<file path="src/rtl/mast_piso_addr_xt.sv">
// mast_piso_addr_xt: I2C master address serialiser for 7-bit and 10-bit addressing.
module mast_piso_addr_xt #(
    parameter int ADDR_W = 10,
    parameter bit MSB_FIRST = 1'b1,
    parameter bit IDLE_LEVEL = 1'b1
) (
    input  logic              master_scl_sixt,
    input  logic              master_rst_n,
    input  logic              master_start,
    input  logic              master_ten_bit,
    input  logic              master_rd_wr,
    input  logic [ADDR_W-1:0] master_address,
    input  logic              master_shift_addr,
    input  logic              master_ack_ok,
    input  logic              master_abort,
    output logic              master_serial_out_addr,
    output logic              master_addr_busy,
    output logic              master_byte_done,
    output logic              master_addr_done,
    output logic [2:0]        master_bit_cnt
);
    typedef enum logic [1:0] {IDLE, BYTE1, WAIT_ACK, BYTE2} state_t;
    state_t state, state_n;
    logic [7:0] shreg, shreg_n, lo, lo_n;
    logic [2:0] cnt_n;
    logic ten, ten_n, bd_n, ad_n;
    logic [9:0] addr_x;
    logic ten_in;
    // 7-bit builds have no A9/A8, so the address is zero-extended and 10-bit mode disabled
    assign addr_x = 10'(master_address);
    assign ten_in = (ADDR_W == 10) && master_ten_bit;
    assign master_addr_busy = state != IDLE;
    assign master_serial_out_addr = (state == BYTE1 || state == BYTE2) ? (MSB_FIRST ? shreg[7] : shreg[0]) : IDLE_LEVEL;
    always_ff @(negedge master_scl_sixt or negedge master_rst_n) begin
        if (!master_rst_n) begin
            state <= IDLE;
            shreg <= 8'hFF;
            master_bit_cnt <= 3'd0;
            lo <= 8'd0;
            ten <= 1'b0;
            master_byte_done <= 1'b0;
            master_addr_done <= 1'b0;
        end else begin
            state <= state_n;
            shreg <= shreg_n;
            master_bit_cnt <= cnt_n;
            lo <= lo_n;
            ten <= ten_n;
            master_byte_done <= bd_n;
            master_addr_done <= ad_n;
        end
    end
    always_comb begin
        state_n = state;
        shreg_n = shreg;
        cnt_n = master_bit_cnt;
        lo_n = lo;
        ten_n = ten;
        bd_n = 1'b0;
        ad_n = 1'b0;
        if (master_abort) begin
            state_n = IDLE;
            shreg_n = 8'hFF;
            cnt_n = 3'd0;
        end else begin
            case (state)
                IDLE: if (master_start) begin
                    state_n = BYTE1;
                    cnt_n = 3'd0;
                    ten_n = ten_in;
                    lo_n = addr_x[7:0];
                    shreg_n = ten_in ? {5'b11110, addr_x[9:8], master_rd_wr} : {addr_x[6:0], master_rd_wr};
                end
                WAIT_ACK: if (master_ack_ok) begin
                    state_n = BYTE2;
                    shreg_n = lo;
                    cnt_n = 3'd0;
                end
                default: if (master_shift_addr) begin
                    shreg_n = MSB_FIRST ? {shreg[6:0], 1'b0} : {1'b0, shreg[7:1]};
                    cnt_n = master_bit_cnt + 3'd1;
                    if (master_bit_cnt == 3'd7) begin
                        bd_n = 1'b1;
                        state_n = (state == BYTE1 && ten) ? WAIT_ACK : IDLE;
                        ad_n = !(state == BYTE1 && ten);
                    end
                end
            endcase
        end
    end
endmodule

</file>
<file path="config.mk">
export PLATFORM = sky130hd
export DESIGN_NAME = mast_piso_addr_xt
export DESIGN_NICKNAME = d
export VERILOG_FILES = /design/src/rtl/mast_piso_addr_xt.sv
export SDC_FILE = /design/constraint.sdc
export NUM_CORES = 1
export LEC_CHECK = 0
export ABC_AREA = 1
export BUFFER_PORTS_ARGS = -buffer_cell sky130_fd_sc_hd__buf_2
export CAP_MARGIN = 25
export CORE_MARGIN = 2
export CORE_UTILIZATION = 54
export CTS_CLUSTER_DIAMETER = 150
export CTS_CLUSTER_SIZE = 25
export DETAILED_ROUTE_END_ITERATION = 8
export GPL_TIMING_DRIVEN = 0
export PLACE_DENSITY = 0.84
export REMOVE_ABC_BUFFERS = 1
export SLEW_MARGIN = 25
export SYNTH_ARGS = -nofsm -noshare
export SYNTH_HDL_FRONTEND = slang
export SYNTH_SLANG_ARGS = --single-unit
</file>
<file path="constraint.sdc">
create_clock -name master_scl_sixt -period 1.7 [get_ports master_scl_sixt]
set_clock_uncertainty 0.15 [all_clocks]
set_input_delay 0.425 -clock master_scl_sixt [delete_from_list [all_inputs] [get_ports master_scl_sixt]]
set_output_delay 0.425 -clock master_scl_sixt [all_outputs]
set_load 0.02 [all_outputs]
</file>
==> impl_metrics.ini, run 1 <==
[layout]
area_growth_pct = 52.59
diodes = 0
nets = 240
drive_above_1_share_pct = 52.97

[global_route]
antenna_found_initial = 0
grt_util_all_layers_pct = 33.45
grt_start_max_net_pins = 25
grt_first_pass_wirelength_um = 6513
gr-total-overflow = 0
grt_pass1_vias = 1366

[placed_design]
preCtsSetupSlack_ps = -1122
port_buffers = 24
place.detailed.hpwl_um = 2048
gp_congestion = 0.8216

[die]
die_y_um = 53.14
initial_core_util_pct = 57.82
ioPinCount = 25
die_x_um = 53.14
rows = 17
die-area_um2 = 2823
coreArea_um2 = 2255

[sta]
worst_slew_pin_slew_ps = 547.9
timing.final.hold_violations = 0
setup_viol = 29
slew_violations = 0
rsz0062_at_grt = true
maxSlewHeadroom_pct = 63.47
fin_ws_ps = -918.7
fin_tns_setup_ps = -7163

[setup_path]
r2r_start = master_bit_cnt[0]$_DFFE_NN0P_
cp-end-kind = output port
crit_fanout = 3
crit_required_ps = 1120
crit_arrival_ps = 2040
r2r_setup_slack_ps = -200
cp-startpoint = state[0]$_DFFE_NN0P_
critPathLaunchType = flip-flop
path_class = flip-flop to output port

[clock_tree]
path_clk_slew_ps = 90
cts_buffer_depth = 2
clock-sinks = 24
cts_hold_buffers = 0
tritoncts = built
cts.htree.levels = 1
clk_latency_ps = 420
clockRootBuffer = clkbuf_4
cts_buffers = 3

[drt]
firstDrtPassIters = 6
vias = 1474
vias_per_cell = 5.968
drtIter0Drc = 122
drc = 0
ant_nets = 0
wire_per_inst_um = 20.00
totalWireLength_um = 4939

[min_path]
holdCritPathClass = flip-flop to flip-flop
hp-start = lo[5]$_DFFE_NN0P_

[synthesis]
synth_top_family_by_area = simple AND/OR/NAND/NOR gates
synthArstFlopShare_pct = 100.0
synthMuxAreaShare_pct = 0
seq_area_frac_synth_pct = 46.83
synth_area_leader_cell = dfrtn_1
synth-simple-area-share_pct = 31.09
synth_edf_count = 0
synth_top_area_share_pct = 30.71
synthMostInstantiatedCell = nand2_1
synthCells = 167
ys.flop_type = dfrtn_1
synth_compound_area_share_pct = 9.981
synthAdderAreaFrac_pct = 1.919
synthTopCellsByCount = nand2_1 (60), o21ai_0 (19), inv_1 (17)
syn_area_um2 = 1304
synth_cell_types = 22
synth-seq-cells = 24
syn_area_per_cell_um2 = 7.807
synthXorXnorAreaFrac_pct = 0
yosysWarnings = 0
synth.area.top_cells = dfrtn_1 (31%), nand2_1 (17%), dfstp_2 (16%)

[power]
power_leakage_nw = 1.018
vdd_ir_drop_max_uv = 1123
power_density_nw_per_um2 = 1490

[run_status]
violations = negative setup slack
outcome = finished, violations left

[job]
cap_violations = 0
per-stage QoR:
step	total power, mW	hold WS [ps]	instance area (um^2)	utilization [%]	std cells
finish	2.964	298.8	1989	88.24	247
detailed placement	1.850	285.1	1398	61.99	212
global route	3.091	322.0	1989	88.24	247
CTS	2.524	294.0	1841	81.63	242
floorplan	1.608	263.5	1242	-	160
global placement	1.803	282.5	1398	61.99	212
layout by cell type, fill, tap and decap left out:
cell	n
o21ai_0	4
nand2_2	18
clkbuf_1	1
nand2_4	8
buf_2	13
nor2_1	5
inv_1	21
nand2_1	36
or2_4	1
ha_2	1
inv_2	3
o21ai_1	5
o21ai_2	10
and2_1	1
ha_1	1
buf_4	18
nor2_8	1
dfstp_2	8
clkbuf_4	3
nor2_2	2
dfrtn_1	16
a21oi_1	5
inv_12	1
nand3_4	6
nor2_4	5
a21oi_2	2
buf_8	2
nand3_2	2
nand3_1	8
buf_12	2
inv_8	1
buf_6	9
repair_timing:
item	CTS	global route
setup endpoints to repair	31	30
gates resized for setup	78	38
pin swaps	22	17
setup buffers	15	5
cloned	4	0
cell families after synthesis:
| kind of cell | after synthesis |
|---|---|
| buffers and inverters | 26 |
| AO/OA/AOI/OAI | 26 |
| adder cells (fa/ha/maj) | 2 |
| AND/OR/NAND/NOR | 89 |
| flip-flops | 24 |
final cells by class:
cell class	instances	area [um^2]
clock buffer	4	26.28
sequential	24	610.6
multi-input combinational	121	828.3
fill	109	265.3
timing repair buffer	44	371.6
tap	28	35.03
inverter	18	87.58
clock inverter	8	30.03
worst paths after layout:
kind | end | cells past startpoint
worst max-delay path | master_serial_out_addr | 3
worst min-delay path | lo[5]$_DFFE_NN0P_ | 2
max in group asynchronous | shreg[4]$_DFFE_NN1P_ | 1
worst min register to register | lo[5]$_DFFE_NN0P_ | 2
worst max register to register | state[1]$_DFFE_NN0P_ | 9
min in group asynchronous | master_byte_done$_DFF_NN0_ | 1
layer usage:
layer | wire (um) | vias up | track usage, %
li1 | - | 632 | -
met1 | 1664 | 689 | 36.98
met2 | 2549 | 121 | 62.50
met3 | 431 | 32 | 3.672
met4 | 295 | 0 | 16.67
met5 | 0 | - | 0
registers in the layout, indices dropped and copies added (netlist names):
register,count
master_bit_cnt,3
ten,1
master_addr_done,1
state,2
master_byte_done,1
shreg,8
lo,8
critical path, stage by stage (launching register included):
cell and delay, ps:
dfrtn_1 470, inv_2 50, or2_4 220, buf_6 130
power by group:
part | leakage [nW] | switching [mW] | internal (mW)
registers | 0.290 | 0.196 | 0.872
clock network | 0.0576 | 0.261 | 0.117
logic | 0.670 | 0.937 | 0.581
(Power assumes the default switching activity.)
==> run 2: changes to the inputs <==
--- a/config.mk
+++ b/config.mk
@@ -5,7 +5,7 @@
 export SDC_FILE = /design/constraint.sdc
 export NUM_CORES = 1
 export LEC_CHECK = 0
-export ABC_AREA = 1
+export ABC_AREA = 0
 export BUFFER_PORTS_ARGS = -buffer_cell sky130_fd_sc_hd__buf_2
 export CAP_MARGIN = 25
 export CORE_MARGIN = 2
==> impl_metrics.ini, run 2 <==
[layout]
largestRegisters = lo (8), shreg (8), master_bit_cnt (3)
area_growth_pct = 49.33
mostFrequentLayoutCells = dfrtn_1 (16), buf_4 (14), mux2_4 (12), buf_2 (12), buf_6 (10)
final_core_util_pct = 86.35
drive_above_1_share_pct = 55.15
nets = 186
diodes = 0
num-fill-cells = 103
final_common_cell = dfrtn_1
seq_area_um2 = 610.6
multi_input_area_um2 = 788.3

[setup_path]
crit_required_ps = 1120
crit_path_cell_trace = nand2b_4, buf_6
cp-end-kind = output port
crit_fanout = 2
r2r_setup_slack_ps = -280
path_class = flip-flop to output port
r2r_cells = 5
critPathLaunchType = flip-flop
crit_arrival_ps = 2010
slowest_delay_ps = 530
r2r-end = lo[3]$_DFFE_NN0P_
cp_slowest_cell = dfstp_2
r2r_start = state[0]$_DFFE_NN0P_

[global_route]
grt_pass1_vias = 1179
antenna_found_initial = 0
grt_util_all_layers_pct = 29.73
gr-total-overflow = 0
grt_start_max_net_pins = 25
grt_first_pass_wirelength_um = 5851

[sta]
maxSlewHeadroom_pct = 63.36
timing.final.hold_violations = 0
setup_viol = 29
slew_violations = 0
fin_ws_ps = -886.1
rsz0062_at_grt = true
worst_slew_pin_slew_ps = 549.7
fin_tns_setup_ps = -11280
fin_hold_ws_ps = 305.4

[synthesis]
synthArstFlopShare_pct = 100.0
synth.area.top_cells = dfrtn_1 (31%), dfstp_2 (16%), mux2_2 (11%)
synthCells = 119
syn_area_per_cell_um2 = 10.96
synthTopCellsByCount = dfrtn_1 (16), mux2_2 (13), nor2_1 (9)
synth_top_area_share_pct = 30.71
synth-seq-cells = 24
ys.flop_type = dfrtn_1
seq_area_frac_synth_pct = 46.83
syn_area_um2 = 1304
synthMostInstantiatedCell = dfrtn_1
yosysWarnings = 0
synth_area_leader_cell = dfrtn_1
synth_cell_types = 33
synth_edf_count = 0

[die]
ioPinCount = 25
die_y_um = 53.14
initial_core_util_pct = 57.82
die-area_um2 = 2823
coreArea_um2 = 2255
rows = 17
die_x_um = 53.14

[clock_tree]
clockRootBuffer = clkbuf_4
cts_hold_buffers = 0
cts_buffers = 3
cts_buffer_depth = 2
tritoncts = built
clock-sinks = 24
clk_latency_ps = 440
path_clk_slew_ps = 100
cts.htree.levels = 1

[drt]
vias = 1199
wl_met1_um = 1807
drtIter0Drc = 47
wire_per_inst_um = 22.18
firstDrtPassIters = 4
wl_met3_um = 218
wl_met2_um = 2113
vias_per_cell = 6.212
ant_nets = 0
topRoutingLayerUsed = met4
drc = 0
totalWireLength_um = 4280

[power]
seq_power_share_pct = 43.7
clkPwrFrac_pct = 34.7
swShare_pct = 30.03
combinationalPowerShare_pct = 21.7
finalPower_mw = 1.585
vdd_ir_drop_max_uv = 622.1
power_leakage_nw = 0.9227
power_switching_mw = 0.4760
power_density_nw_per_um2 = 814.1
p_int_mw = 1.109

[min_path]
holdPathStages = 1
hp-start = ten$_DFFE_NN0P_
min_to = ten$_DFFE_NN0P_
holdCritPathClass = flip-flop to flip-flop

[placed_design]
preCtsSetupSlack_ps = -1261
port_buffers = 24
gp_congestion = 0.8325
place.detailed.hpwl_um = 1905

[run_status]
outcome = finished, violations left
violations = negative setup slack

[job]
cap_violations = 0
==> run 2: area by class of cell <==
| class | count | area share [%] |
|---|---|---|
| Timing Repair Buffer | 43 | 21.72 |
| Tap cell | 28 | 1.799 |
| Clock buffer | 3 | 1.157 |
| Sequential cell | 24 | 31.36 |
| Inverter | 2 | 0.3856 |
| Multi-Input combinational cell | 84 | 40.49 |
| Clock inverter | 9 | 3.085 |
==> run 2: how the worst max path moves through the flow <==
stage                              start                endpoint  slack, ps  depth (start not counted)
floorplan           state[0]$_DFFE_NN0P_        master_addr_busy       -770                          2
global placement            master_abort       lo[0]$_DFFE_NN0P_      -1210                          3
detailed placement          master_abort       lo[1]$_DFFE_NN0P_      -1260                          3
CTS                 shreg[7]$_DFFE_NN1P_  master_serial_out_addr       -840                          2
global route        shreg[7]$_DFFE_NN1P_  master_serial_out_addr       -930                          2
finish              shreg[7]$_DFFE_NN1P_  master_serial_out_addr       -890                          2
==> run 2: logic make-up (layout without fill, tap and decap cells) <==
family                   after synthesis  count (layout)  synth area share (%)
AO/OA/AOI/OAI                         24              24                 13.15
XOR/XNOR                               1               1                0.6719
adder cells (fa/ha/maj)                2               2                 1.919
buffers and inverters                 11              57                 4.510
flip-flops                            24              24                 46.83
multiplexers                          19              19                 16.12
AND/OR/NAND/NOR                       38              38                 16.79
==> run 2: stage by stage <==
| stage | instances | area [um^2] |
|---|---|---|
| 3_3_place_gp | 163 | 1411 |
| 3_5_place_dp | 163 | 1411 |
| 2_1_floorplan | 111 | 1256 |
| 4_1_cts | 189 | 1857 |
| 6_report | 193 | 1947 |
| 5_1_grt | 193 | 1947 |
==> run 2: worst max-delay path: cells and delay by family, from the launching register on <==
kind | cells | cell delay, ps
buf+inv | 1 | 110
flops | 1 | 530
simple gates | 1 | 120
==> run 2: metal layers <==
metal | vias to the layer above | track usage [%]
li1 | 522 | -
met1 | 600 | 39.78
met2 | 60 | 48.75
met3 | 17 | 3.955
met4 | 0 | 11.54
met5 | - | 0
==> run 2: power groups by stage <==
stage / logic (mW) / registers, mW / clock network, mW
after global routing: 0.362 / 0.696 / 0.567
after floorplan: 0.124 / 0.692 / 0.0327
after global placement: 0.185 / 0.698 / 0.0327
final: 0.343 / 0.692 / 0.549
after detailed placement: 0.196 / 0.705 / 0.0327
after CTS: 0.310 / 0.689 / 0.504
==> run 2: timing repair <==
action / 4_1_cts / 5_1_grt
endpoints found under the setup margin: 30 / 29
gates cloned: 1 / 0
gates resized for setup: 59 / 15
pin swaps: 10 / 10
buffers inserted: 14 / 6
==> run 3: changes to the inputs <==
--- a/config.mk
+++ b/config.mk
@@ -15,7 +15,6 @@
 export DETAILED_ROUTE_END_ITERATION = 8
 export GPL_TIMING_DRIVEN = 0
 export PLACE_DENSITY = 0.84
-export REMOVE_ABC_BUFFERS = 1
 export SLEW_MARGIN = 25
 export SYNTH_ARGS = -nofsm -noshare
 export SYNTH_HDL_FRONTEND = slang
==> impl_metrics.ini, run 3 (synthesis results as in run 2) <==
[layout]
nets = 201
largestRegisters = lo (8), shreg (8), master_bit_cnt (3)
area_growth_pct = 68.04
diodes = 0
final_common_cell = buf_6
num-fill-cells = 33
mostFrequentLayoutCells = buf_6 (22), dfrtn_1 (16), buf_4 (14)
final_area_um2 = 2191
final_core_util_pct = 97.17
drive_above_1_share_pct = 66.11

[die]
initial_core_util_pct = 57.82
ioPinCount = 25
coreArea_um2 = 2255
die_x_um = 53.14
die_y_um = 53.14
rows = 17
die-area_um2 = 2823

[clock_tree]
clock-sinks = 24
clockRootBuffer = clkbuf_4
cts_buffer_depth = 2
cts_hold_buffers = 0
cts_buffers = 3
clk_latency_ps = 450
cts.htree.levels = 1
path_clk_slew_ps = 110
tritoncts = built

[power]
p_int_mw = 1.009
seq_power_share_pct = 44.7
clkPwrFrac_pct = 26.7
power_density_nw_per_um2 = 715.1
finalPower_mw = 1.567
swShare_pct = 35.62
combinationalPowerShare_pct = 28.6
power_leakage_nw = 1.024
vdd_ir_drop_max_uv = 1218
power_switching_mw = 0.5582

[drt]
vias_per_cell = 6.779
firstDrtPassIters = 4
totalWireLength_um = 5925
ant_nets = 0
wire_per_inst_um = 28.49
drc = 0
vias = 1410
drtIter0Drc = 97

[sta]
timing.final.hold_violations = 0
slew_violations = 0
fin_ws_ps = -984.2
rsz0062_at_grt = true
setup_viol = 31
fin_tns_setup_ps = -11950
worst_slew_pin_slew_ps = 551.1
maxSlewHeadroom_pct = 63.26

[global_route]
grt_util_all_layers_pct = 35.71
grt_first_pass_wirelength_um = 6969
grt_start_max_net_pins = 25
antenna_found_initial = 0
grt_pass1_vias = 1327
gr-total-overflow = 0

[setup_path]
cp-end-kind = output port
crit_arrival_ps = 2110
path_class = flip-flop to output port
critPathLaunchType = flip-flop
crit_fanout = 4
crit_required_ps = 1120

[synthesis]
syn_nets = 139

[placed_design]
gp_congestion = 0.8260
port_buffers = 23
place.detailed.hpwl_um = 2091
preCtsSetupSlack_ps = -1065
place_area_um2 = 1549

[run_status]
outcome = finished, violations left
violations = negative setup slack

[job]
cap_violations = 0

[min_path]
holdCritPathClass = flip-flop to flip-flop
run 3: routing by layer:
| metal | global-route usage [%] | routed length (um) |
|---|---|---|
| met1 | 46.90 | 2099 |
| met2 | 57.71 | 2834 |
| met3 | 5.367 | 500 |
| met4 | 16.67 | 490 |
| met5 | 0 | 0 |
run 3: per-stage QoR:
stage / hold slack, ps / cells
6_report: 324.0 / 208
5_1_grt: 335.1 / 208
4_1_cts: 304.1 / 203
3_5_place_dp: 299.0 / 170
3_3_place_gp: 296.0 / 170
2_1_floorplan: 283.2 / 119
run 3: critical path, stage by stage (launching register included):
cell     delay (ps)
dfrtn_1         400
buf_6           140
buf_6           110
nor2_4           90
inv_2            50
buf_6           120
run 3: path summary, 6_finish.rpt:
check                                              startpoint  slack [ps]  cells past startpoint                       endpoint
worst max-delay path                     state[0]$_DFFE_NN0P_        -980                      5               master_addr_busy
worst min-delay path                        lo[1]$_DFFE_NN0P_         320                      1              lo[1]$_DFFE_NN0P_
worst max register to register  master_bit_cnt[1]$_DFFE_NN0P_        -120                      7  master_bit_cnt[2]$_DFFE_NN0P_
worst min register to register              lo[1]$_DFFE_NN0P_         320                      1              lo[1]$_DFFE_NN0P_
max in group asynchronous                        master_rst_n         330                      1           shreg[5]$_DFFE_NN1P_
min in group asynchronous                        master_rst_n         630                      1           state[0]$_DFFE_NN0P_
run 3: area by class of cell:
cell class | count | area (um^2) | share of cell area, %
Tap cell | 28 | 35.03 | 1.599
Clock inverter | 9 | 33.78 | 1.542
Multi-Input combinational cell | 84 | 895.9 | 40.89
Inverter | 2 | 7.507 | 0.3427
Clock buffer | 3 | 22.52 | 1.028
Buffer | 8 | 125.1 | 5.711
Timing Repair Buffer | 50 | 460.4 | 21.02
Sequential cell | 24 | 610.6 | 27.87
run 3: power by group through the flow:
| stage | sequential [mW] | combinational (mW) | clock, mW |
|---|---|---|---|
| global placement | 0.692 | 0.228 | 0.0327 |
| CTS | 0.689 | 0.371 | 0.343 |
| finish | 0.701 | 0.448 | 0.418 |
| floorplan | 0.687 | 0.166 | 0.0327 |
| detailed placement | 0.698 | 0.236 | 0.0327 |
| global route | 0.702 | 0.467 | 0.440 |
run 3: what timing repair did:
action,CTS,global route
buffers inserted,19,7
pin swaps,12,8
resized for setup,63,30
gates cloned,3,0
setup endpoints to repair,31,31
